**src/rtl/decode_stage_if.sv**
```systemverilog
// Decode-stage handshake, fetch inputs, register-file read port and decoded results.
// is_muldiv exists only when DECODE_M_EXT_EN is defined.
interface decode_stage_if #(
   parameter int unsigned XLEN       = 32,
   parameter int unsigned REG_ADDR_W = 5
);
   logic                  enabled;
   logic [XLEN-1:0]       pc;
   logic [XLEN-1:0]       instr_raw;
   logic                  is_jump_predicted;
   logic [XLEN-1:0]       next_pc;
   logic [REG_ADDR_W-1:0] rf_rs1_addr;
   logic [REG_ADDR_W-1:0] rf_rs2_addr;
   logic [XLEN-1:0]       rf_rs1_data;
   logic [XLEN-1:0]       rf_rs2_data;
   logic                  completed;
   logic [XLEN-1:0]       pc_d;
   logic [2:0]            instr_type;
   logic [REG_ADDR_W-1:0] rd;
   logic [REG_ADDR_W-1:0] rs1;
   logic [REG_ADDR_W-1:0] rs2;
   logic [XLEN-1:0]       imm;
   logic                  writes_rd;
   logic [XLEN-1:0]       rs1_val;
   logic [XLEN-1:0]       rs2_val;
   logic                  is_jump_predicted_d;
   logic [XLEN-1:0]       next_pc_d;
   logic                  illegal;
`ifdef DECODE_M_EXT_EN
   logic                  is_muldiv;
`endif

   modport master (
`ifdef DECODE_M_EXT_EN
      input  is_muldiv,
`endif
      output enabled, pc, instr_raw, is_jump_predicted, next_pc,
      output rf_rs1_data, rf_rs2_data,
      input  rf_rs1_addr, rf_rs2_addr,
      input  completed, pc_d, instr_type, rd, rs1, rs2, imm, writes_rd,
      input  rs1_val, rs2_val, is_jump_predicted_d, next_pc_d, illegal
   );

   modport slave (
`ifdef DECODE_M_EXT_EN
      output is_muldiv,
`endif
      input  enabled, pc, instr_raw, is_jump_predicted, next_pc,
      input  rf_rs1_data, rf_rs2_data,
      output rf_rs1_addr, rf_rs2_addr,
      output completed, pc_d, instr_type, rd, rs1, rs2, imm, writes_rd,
      output rs1_val, rs2_val, is_jump_predicted_d, next_pc_d, illegal
   );
endinterface

```
**src/rtl/decode_stage.sv**
```systemverilog
// RV32I decode stage: field/immediate extraction plus synchronous register-file read.
// Optional M-extension decode (is_muldiv) enabled by defining DECODE_M_EXT_EN.
module decode_stage #(
   parameter int unsigned XLEN       = 32,
   parameter int unsigned REG_ADDR_W = 5
) (
   input logic           clk,
   input logic           rst,
   decode_stage_if.slave bus
);
   typedef enum logic [1:0] {IDLE, REQ, CAP, DONE} state_t;
   typedef enum logic [2:0] {
      T_R   = 3'd0,
      T_I   = 3'd1,
      T_S   = 3'd2,
      T_B   = 3'd3,
      T_U   = 3'd4,
      T_J   = 3'd5,
      T_ILL = 3'd7
   } itype_t;

   state_t state, state_nx;
   logic   dec_load, cap_load;

   logic [XLEN-1:0] instr_q, pc_q, npc_q;
   logic            jp_q;
   logic            done_q;

   logic [6:0]            opcode, funct7;
   logic [REG_ADDR_W-1:0] f_rd, f_rs1, f_rs2;
   logic                  sgn;

   itype_t          dec_type;
   logic [XLEN-1:0] dec_imm;
   logic            dec_wr;

   itype_t                type_q;
   logic [REG_ADDR_W-1:0] rd_q, rs1_q, rs2_q;
   logic [XLEN-1:0]       imm_q, rs1_val_q, rs2_val_q;
   logic                  wr_q, ill_q;

`ifdef DECODE_M_EXT_EN
   logic dec_muldiv, muldiv_q;
`endif

   assign opcode = instr_q[6:0];
   assign funct7 = instr_q[31:25];
   assign f_rd   = instr_q[11:7];
   assign f_rs1  = instr_q[19:15];
   assign f_rs2  = instr_q[24:20];
   assign sgn    = instr_q[31];

   always_ff @(posedge clk or posedge rst) begin
      if (rst) state <= IDLE;
      else     state <= state_nx;
   end

   // enabled wins in every state, so a new request aborts the one in flight
   always_comb begin
      state_nx = state;
      dec_load = 1'b0;
      cap_load = 1'b0;
      if (bus.enabled) begin
         state_nx = REQ;
      end else begin
         case (state)
            REQ: begin
               state_nx = CAP;
               dec_load = 1'b1;
            end
            CAP: begin
               state_nx = DONE;
               cap_load = 1'b1;
            end
            default: state_nx = state;
         endcase
      end
   end

   always_ff @(posedge clk or posedge rst) begin
      if (rst) begin
         instr_q <= '0;
         pc_q    <= '0;
         npc_q   <= '0;
         jp_q    <= 1'b0;
      end else if (bus.enabled) begin
         instr_q <= bus.instr_raw;
         pc_q    <= bus.pc;
         npc_q   <= bus.next_pc;
         jp_q    <= bus.is_jump_predicted;
      end
   end

   always_comb begin
      dec_type = T_ILL;
      dec_imm  = '0;
`ifdef DECODE_M_EXT_EN
      dec_muldiv = 1'b0;
`endif
      case (opcode)
         7'b0110011: begin
`ifdef DECODE_M_EXT_EN
            dec_type   = T_R;
            dec_muldiv = (funct7 == 7'b0000001);
`else
            if (funct7 != 7'b0000001) dec_type = T_R;
`endif
         end
         7'b0010011, 7'b0000011, 7'b1100111, 7'b1110011: dec_type = T_I;
         7'b0100011:                                     dec_type = T_S;
         7'b1100011:                                     dec_type = T_B;
         7'b0110111, 7'b0010111:                         dec_type = T_U;
         7'b1101111:                                     dec_type = T_J;
         default:                                        dec_type = T_ILL;
      endcase

      case (dec_type)
         T_I: dec_imm = {{(XLEN-12){sgn}}, instr_q[31:20]};
         T_S: dec_imm = {{(XLEN-12){sgn}}, instr_q[31:25], instr_q[11:7]};
         T_B: dec_imm = {{(XLEN-13){sgn}}, instr_q[31], instr_q[7],
                         instr_q[30:25], instr_q[11:8], 1'b0};
         T_U: dec_imm = {instr_q[31:12], 12'b0};
         T_J: dec_imm = {{(XLEN-21){sgn}}, instr_q[31], instr_q[19:12],
                         instr_q[20], instr_q[30:21], 1'b0};
         default: dec_imm = '0;
      endcase

      dec_wr = (dec_type inside {T_R, T_I, T_U, T_J}) && (f_rd != '0);
   end

   always_ff @(posedge clk or posedge rst) begin
      if (rst) begin
         type_q <= T_ILL;
         rd_q   <= '0;
         rs1_q  <= '0;
         rs2_q  <= '0;
         imm_q  <= '0;
         wr_q   <= 1'b0;
         ill_q  <= 1'b0;
      end else if (dec_load) begin
         type_q <= dec_type;
         rd_q   <= f_rd;
         rs1_q  <= f_rs1;
         rs2_q  <= f_rs2;
         imm_q  <= dec_imm;
         wr_q   <= dec_wr;
         ill_q  <= (dec_type == T_ILL);
      end
   end

`ifdef DECODE_M_EXT_EN
   always_ff @(posedge clk or posedge rst) begin
      if (rst)           muldiv_q <= 1'b0;
      else if (dec_load) muldiv_q <= dec_muldiv;
   end
   assign bus.is_muldiv = muldiv_q;
`endif

   // x0 reads as zero regardless of what the register file returns
   always_ff @(posedge clk or posedge rst) begin
      if (rst) begin
         rs1_val_q <= '0;
         rs2_val_q <= '0;
      end else if (cap_load) begin
         rs1_val_q <= (f_rs1 == '0) ? '0 : bus.rf_rs1_data;
         rs2_val_q <= (f_rs2 == '0) ? '0 : bus.rf_rs2_data;
      end
   end

   always_ff @(posedge clk or posedge rst) begin
      if (rst)              done_q <= 1'b0;
      else if (bus.enabled) done_q <= 1'b0;
      else if (cap_load)    done_q <= 1'b1;
   end

   assign bus.rf_rs1_addr         = f_rs1;
   assign bus.rf_rs2_addr         = f_rs2;
   assign bus.completed           = done_q & ~bus.enabled;
   assign bus.pc_d                = pc_q;
   assign bus.next_pc_d           = npc_q;
   assign bus.is_jump_predicted_d = jp_q;
   assign bus.instr_type          = type_q;
   assign bus.rd                  = rd_q;
   assign bus.rs1                 = rs1_q;
   assign bus.rs2                 = rs2_q;
   assign bus.imm                 = imm_q;
   assign bus.writes_rd           = wr_q;
   assign bus.illegal             = ill_q;
   assign bus.rs1_val             = rs1_val_q;
   assign bus.rs2_val             = rs2_val_q;
endmodule

```
**src/flat_wrapper.sv**
```systemverilog
// flat-port wrapper written by rule: the top's interface ports become plain ports
module decode_stage_flat 
#(
   parameter int unsigned XLEN       = 32,
   parameter int unsigned REG_ADDR_W = 5
)
  (clk, rst, bus_enabled, bus_pc, bus_instr_raw, bus_is_jump_predicted, bus_next_pc, bus_rf_rs1_data, bus_rf_rs2_data, bus_rf_rs1_addr, bus_rf_rs2_addr, bus_completed, bus_pc_d, bus_instr_type, bus_rd, bus_rs1, bus_rs2, bus_imm, bus_writes_rd, bus_rs1_val, bus_rs2_val, bus_is_jump_predicted_d, bus_next_pc_d, bus_illegal);
  decode_stage_if #(.XLEN(XLEN), .REG_ADDR_W(REG_ADDR_W)) bus_i ();
  input logic clk;
  input logic rst;
  input wire logic [$bits(bus_i.enabled)-1:0] bus_enabled;
  input wire logic [$bits(bus_i.pc)-1:0] bus_pc;
  input wire logic [$bits(bus_i.instr_raw)-1:0] bus_instr_raw;
  input wire logic [$bits(bus_i.is_jump_predicted)-1:0] bus_is_jump_predicted;
  input wire logic [$bits(bus_i.next_pc)-1:0] bus_next_pc;
  input wire logic [$bits(bus_i.rf_rs1_data)-1:0] bus_rf_rs1_data;
  input wire logic [$bits(bus_i.rf_rs2_data)-1:0] bus_rf_rs2_data;
  output wire logic [$bits(bus_i.rf_rs1_addr)-1:0] bus_rf_rs1_addr;
  output wire logic [$bits(bus_i.rf_rs2_addr)-1:0] bus_rf_rs2_addr;
  output wire logic [$bits(bus_i.completed)-1:0] bus_completed;
  output wire logic [$bits(bus_i.pc_d)-1:0] bus_pc_d;
  output wire logic [$bits(bus_i.instr_type)-1:0] bus_instr_type;
  output wire logic [$bits(bus_i.rd)-1:0] bus_rd;
  output wire logic [$bits(bus_i.rs1)-1:0] bus_rs1;
  output wire logic [$bits(bus_i.rs2)-1:0] bus_rs2;
  output wire logic [$bits(bus_i.imm)-1:0] bus_imm;
  output wire logic [$bits(bus_i.writes_rd)-1:0] bus_writes_rd;
  output wire logic [$bits(bus_i.rs1_val)-1:0] bus_rs1_val;
  output wire logic [$bits(bus_i.rs2_val)-1:0] bus_rs2_val;
  output wire logic [$bits(bus_i.is_jump_predicted_d)-1:0] bus_is_jump_predicted_d;
  output wire logic [$bits(bus_i.next_pc_d)-1:0] bus_next_pc_d;
  output wire logic [$bits(bus_i.illegal)-1:0] bus_illegal;
  assign bus_i.enabled = bus_enabled;
  assign bus_i.pc = bus_pc;
  assign bus_i.instr_raw = bus_instr_raw;
  assign bus_i.is_jump_predicted = bus_is_jump_predicted;
  assign bus_i.next_pc = bus_next_pc;
  assign bus_i.rf_rs1_data = bus_rf_rs1_data;
  assign bus_i.rf_rs2_data = bus_rf_rs2_data;
  assign bus_rf_rs1_addr = bus_i.rf_rs1_addr;
  assign bus_rf_rs2_addr = bus_i.rf_rs2_addr;
  assign bus_completed = bus_i.completed;
  assign bus_pc_d = bus_i.pc_d;
  assign bus_instr_type = bus_i.instr_type;
  assign bus_rd = bus_i.rd;
  assign bus_rs1 = bus_i.rs1;
  assign bus_rs2 = bus_i.rs2;
  assign bus_imm = bus_i.imm;
  assign bus_writes_rd = bus_i.writes_rd;
  assign bus_rs1_val = bus_i.rs1_val;
  assign bus_rs2_val = bus_i.rs2_val;
  assign bus_is_jump_predicted_d = bus_i.is_jump_predicted_d;
  assign bus_next_pc_d = bus_i.next_pc_d;
  assign bus_illegal = bus_i.illegal;
  decode_stage #(.XLEN(XLEN), .REG_ADDR_W(REG_ADDR_W)) u_core (.clk(clk), .rst(rst), .bus(bus_i));
endmodule
```
**config.mk**
```make
export PLATFORM = sky130hd
export DESIGN_NAME = decode_stage_flat
export DESIGN_NICKNAME = d
export VERILOG_FILES = /design/src/rtl/decode_stage_if.sv /design/src/rtl/decode_stage.sv /design/src/flat_wrapper.sv
export SDC_FILE = /design/constraint.sdc
export NUM_CORES = 1
export LEC_CHECK = 0
export CORE_ASPECT_RATIO = 1.25
export CORE_MARGIN = 1.5
export CORE_UTILIZATION = 46
export CTS_CLUSTER_SIZE = 20
export DETAILED_ROUTE_END_ITERATION = 7
export PLACE_DENSITY = 0.81
export SLEW_MARGIN = 5
export SYNTH_ARGS = -nofsm -noshare
export SYNTH_HDL_FRONTEND = slang
export SYNTH_SLANG_ARGS = --single-unit
```
**constraint.sdc**
```tcl
create_clock -name clk -period 22.1 [get_ports clk]
set_clock_uncertainty 0.1 [all_clocks]
set_input_delay 3.315 -clock clk [delete_from_list [all_inputs] [get_ports clk]]
set_output_delay 3.315 -clock clk [all_outputs]
set_load 0.01 [all_outputs]
```
==> metrics <==
status=finished, final reports clean; dpl hpwl=between 15000 and 20000 um; Die Span Y=between 150 and 200 um; vias in the first global route=a little under 7000; die area=roughly 20000 um^2; Max VDD drop=just over 60 uV; sequential power share=0.429; Final Slew Violations=0; iteration-0 DRC count of the detailed router=534; clock latency on the worst-skew pair=0.50 ns; H-tree depth=1; DR vias/cell=~5.4; crit-path max FO=50; CTS tree=yes; Final Instance Area=approximately 13000 um^2; largest net degree at the start of global routing=about 160; Net Sw Power=roughly 0.00029 W; Mapped Cells=627; routed vias=roughly 6500; clk root buf=clkbuf_16; Ports=~360; Max Cap Viol=0; Final period util=0.358; actual slew at the worst max-slew pin=~1.1 ns; final cell count without fillers=1205; RSZ-0062 raised after global routing=false; DRT Pass-1 Iters=5; first-pass GRT wire length=approximately 38000 um; clock sinks=216; clk buf depth=3; antenna-violating nets left=0; leakage dissipation=between 5 and 6 nW; Inst Count DP=1164; DP Area=between 10000 and 15000 um^2; Die Span X=126 um; Switching Share=0.256; total core area=18200 um^2; Seq/Total Area, Yosys=0.627; synthesized flop and latch total=216; minimum clock period=7.92 ns; Overflow after GRT=0; CP peak stage delay=0.53 ns; CTS hold repair buffers=0; CP startpoint kind=input port; Worst EP required=18.69 ns; DR WL/cell=around 20 um; Routed WL=around 24000 um; Post-synth EDFFs=0; dominant synthesized flop cell=dfrtp_1; critical path arrival=4.50 ns; cts bufs inserted=23; routability cong.=a little over 0.8; final setup vio count=0; Layout area overhead=51.4%; # DRC=0; initial core utilization=0.473; Netlist cell types=56; Crit Path Category=input port to primary output; Ys Warns=0; row count=between 50 and 60; combinational share of power=0.220; Syn Nets=791; P per Cell Area=between 80 and 90 nW/um^2; slowest cell on the critical path=clkdlybuf4s50_1; highest-count cells in the layout ignoring fill and taps=354 x clkdlybuf4s50_1, 213 x dfrtp_1, 95 x mux2_2, 88 x a22o_1, 54 x nand2_1; fraction of layout cells with a size suffix above 1=0.165; most common cell after layout, fill and taps aside=clkdlybuf4s50_1; nets=approximately 1100; Clock transition at path regs=0.06 ns; Finished Core Util=0.716; Post-synth ARST share=1.00; syn_area_per_cell=13.8 um^2; Highest Clock Rate=approximately 130 MHz; Setup TNS=0 ns; Cell Int Power=around 0.00084 W; Post-Syn Area=roughly 8600 um^2; Tot GR Track Use=0.244; initial antenna violation count=1; setup bufs post-CTS=0; Critical Path Sink Type=primary output; CP Cell Sequence=buf_4 -> nor2b_1 -> clkdlybuf4s50_1; port buffer count=roughly 360; Hold Path Class=flop to flop; Max-slew headroom=0.276; Hold Fails Final Rpt=0; CTS resizes=0; Clk pwr share=0.350
power groups by stage:
| stage | sequential (W) | clock, W | combinational (W) |
|---|---|---|---|
| floorplan | 0.000507 | 0 | 0.0000827 |
| global placement | 0.000491 | 0 | 0.000247 |
| detailed placement | 0.000492 | 0 | 0.000252 |
| CTS | 0.000487 | 0.000404 | 0.000253 |
| global route | 0.000494 | 0.000423 | 0.000266 |
| finish | 0.000487 | 0.000397 | 0.000250 |
registers in the layout, indices dropped and copies added (netlist names), 2 cells and up:
name                   count
u_core.bus.pc_d           32
u_core.bus.rd              5
u_core.state               2
u_core.bus.next_pc_d      32
u_core.bus.rs2             5
u_core.bus.instr_type      3
u_core.instr_q            32
u_core.bus.rs2_val        32
u_core.bus.rs1             5
u_core.bus.imm            32
u_core.bus.rs1_val        32
cell families after synthesis:
logic type             synth area share
flip-flops                        0.627
multiplexers                      0.125
buffers and inverters            0.0332
AND/OR/NAND/NOR                  0.0670
AO/OA/AOI/OAI                     0.148
layout make-up:
type / instances / area (um^2)
timing repair buffer: 363 / 3610
inverter: 3 / 18.8
multi-input combinational: 354 / 2950
antenna: 1 / 2.50
fill: 1280 / 5170
clock inverter: 6 / 85.1
clock buffer: 34 / 707
sequential: 216 / 5410
tap: 228 / 285
path summary, 6_finish.rpt:
| check | from | end | slack, ns | depth (start not counted) |
|---|---|---|---|---|
| min in group asynchronous | rst | u_core.bus.rs2_val[20]$_DFFE_PP0P_ | 3.38 | 2 |
| min reg2reg | u_core.bus.rd[3]$_DFFE_PP0P_ | u_core.bus.rd[3]$_DFFE_PP0P_ | 0.37 | 2 |
| min | u_core.bus.rd[3]$_DFFE_PP0P_ | u_core.bus.rd[3]$_DFFE_PP0P_ | 0.37 | 2 |
| max in group asynchronous | rst | u_core.instr_q[10]$_DFFE_PP0P_ | 17.13 | 3 |
| max reg2reg | u_core.instr_q[6]$_DFFE_PP0P_ | u_core.bus.imm[22]$_DFFE_PP0P_ | 19.62 | 4 |
| max | bus_enabled | bus_completed | 14.18 | 3 |
synth_stat cells, drive strengths merged, types with 3 or more instances:
cell type	instances	area, um^2
or2	3	18.8
nand2	55	206
dfrtp	213	5330
mux2	95	1070
nor2b	3	18.8
nor3b	3	32.5
a22o	88	771
o211ai	3	22.5
nor4	3	18.8
a21oi	5	25.0
buf	25	166
a32o	4	40.0
o21ai	11	55.1
o2bb2ai	20	194
a31o	3	26.3
nand3	5	25.0
clkbuf	29	109
nand3b	4	30.0
dfstp	3	78.8
and4b	3	30.0
nor3	3	15.0
nor2	13	65.1
inv	3	11.3
and2	5	33.8
per-layer routing:
layer	wire, um	GRT usage	vias to the layer above
met4	726	0.0736	2
met5	12	0	-
met2	12600	0.434	298
met1	8940	0.289	3220
met3	1970	0.0669	53
li1	-	-	2963
stage by stage:
stage	total power [W]	hold slack [ns]	worst slack (ns)
after floorplan	0.000590	0.380	12.78
after global placement	0.000739	0.358	14.16
after detailed placement	0.000744	0.362	14.16
after CTS	0.00114	0.377	14.16
after global routing	0.00118	0.404	14.09
final	0.00113	0.373	14.18
critical path, delay by kind of cell:
family,cells,cell delay [ns]
and+or+nand+nor,1,0.16
buffers and inverters,2,1.02
No activity file was read; power rests on OpenSTA's default activity.
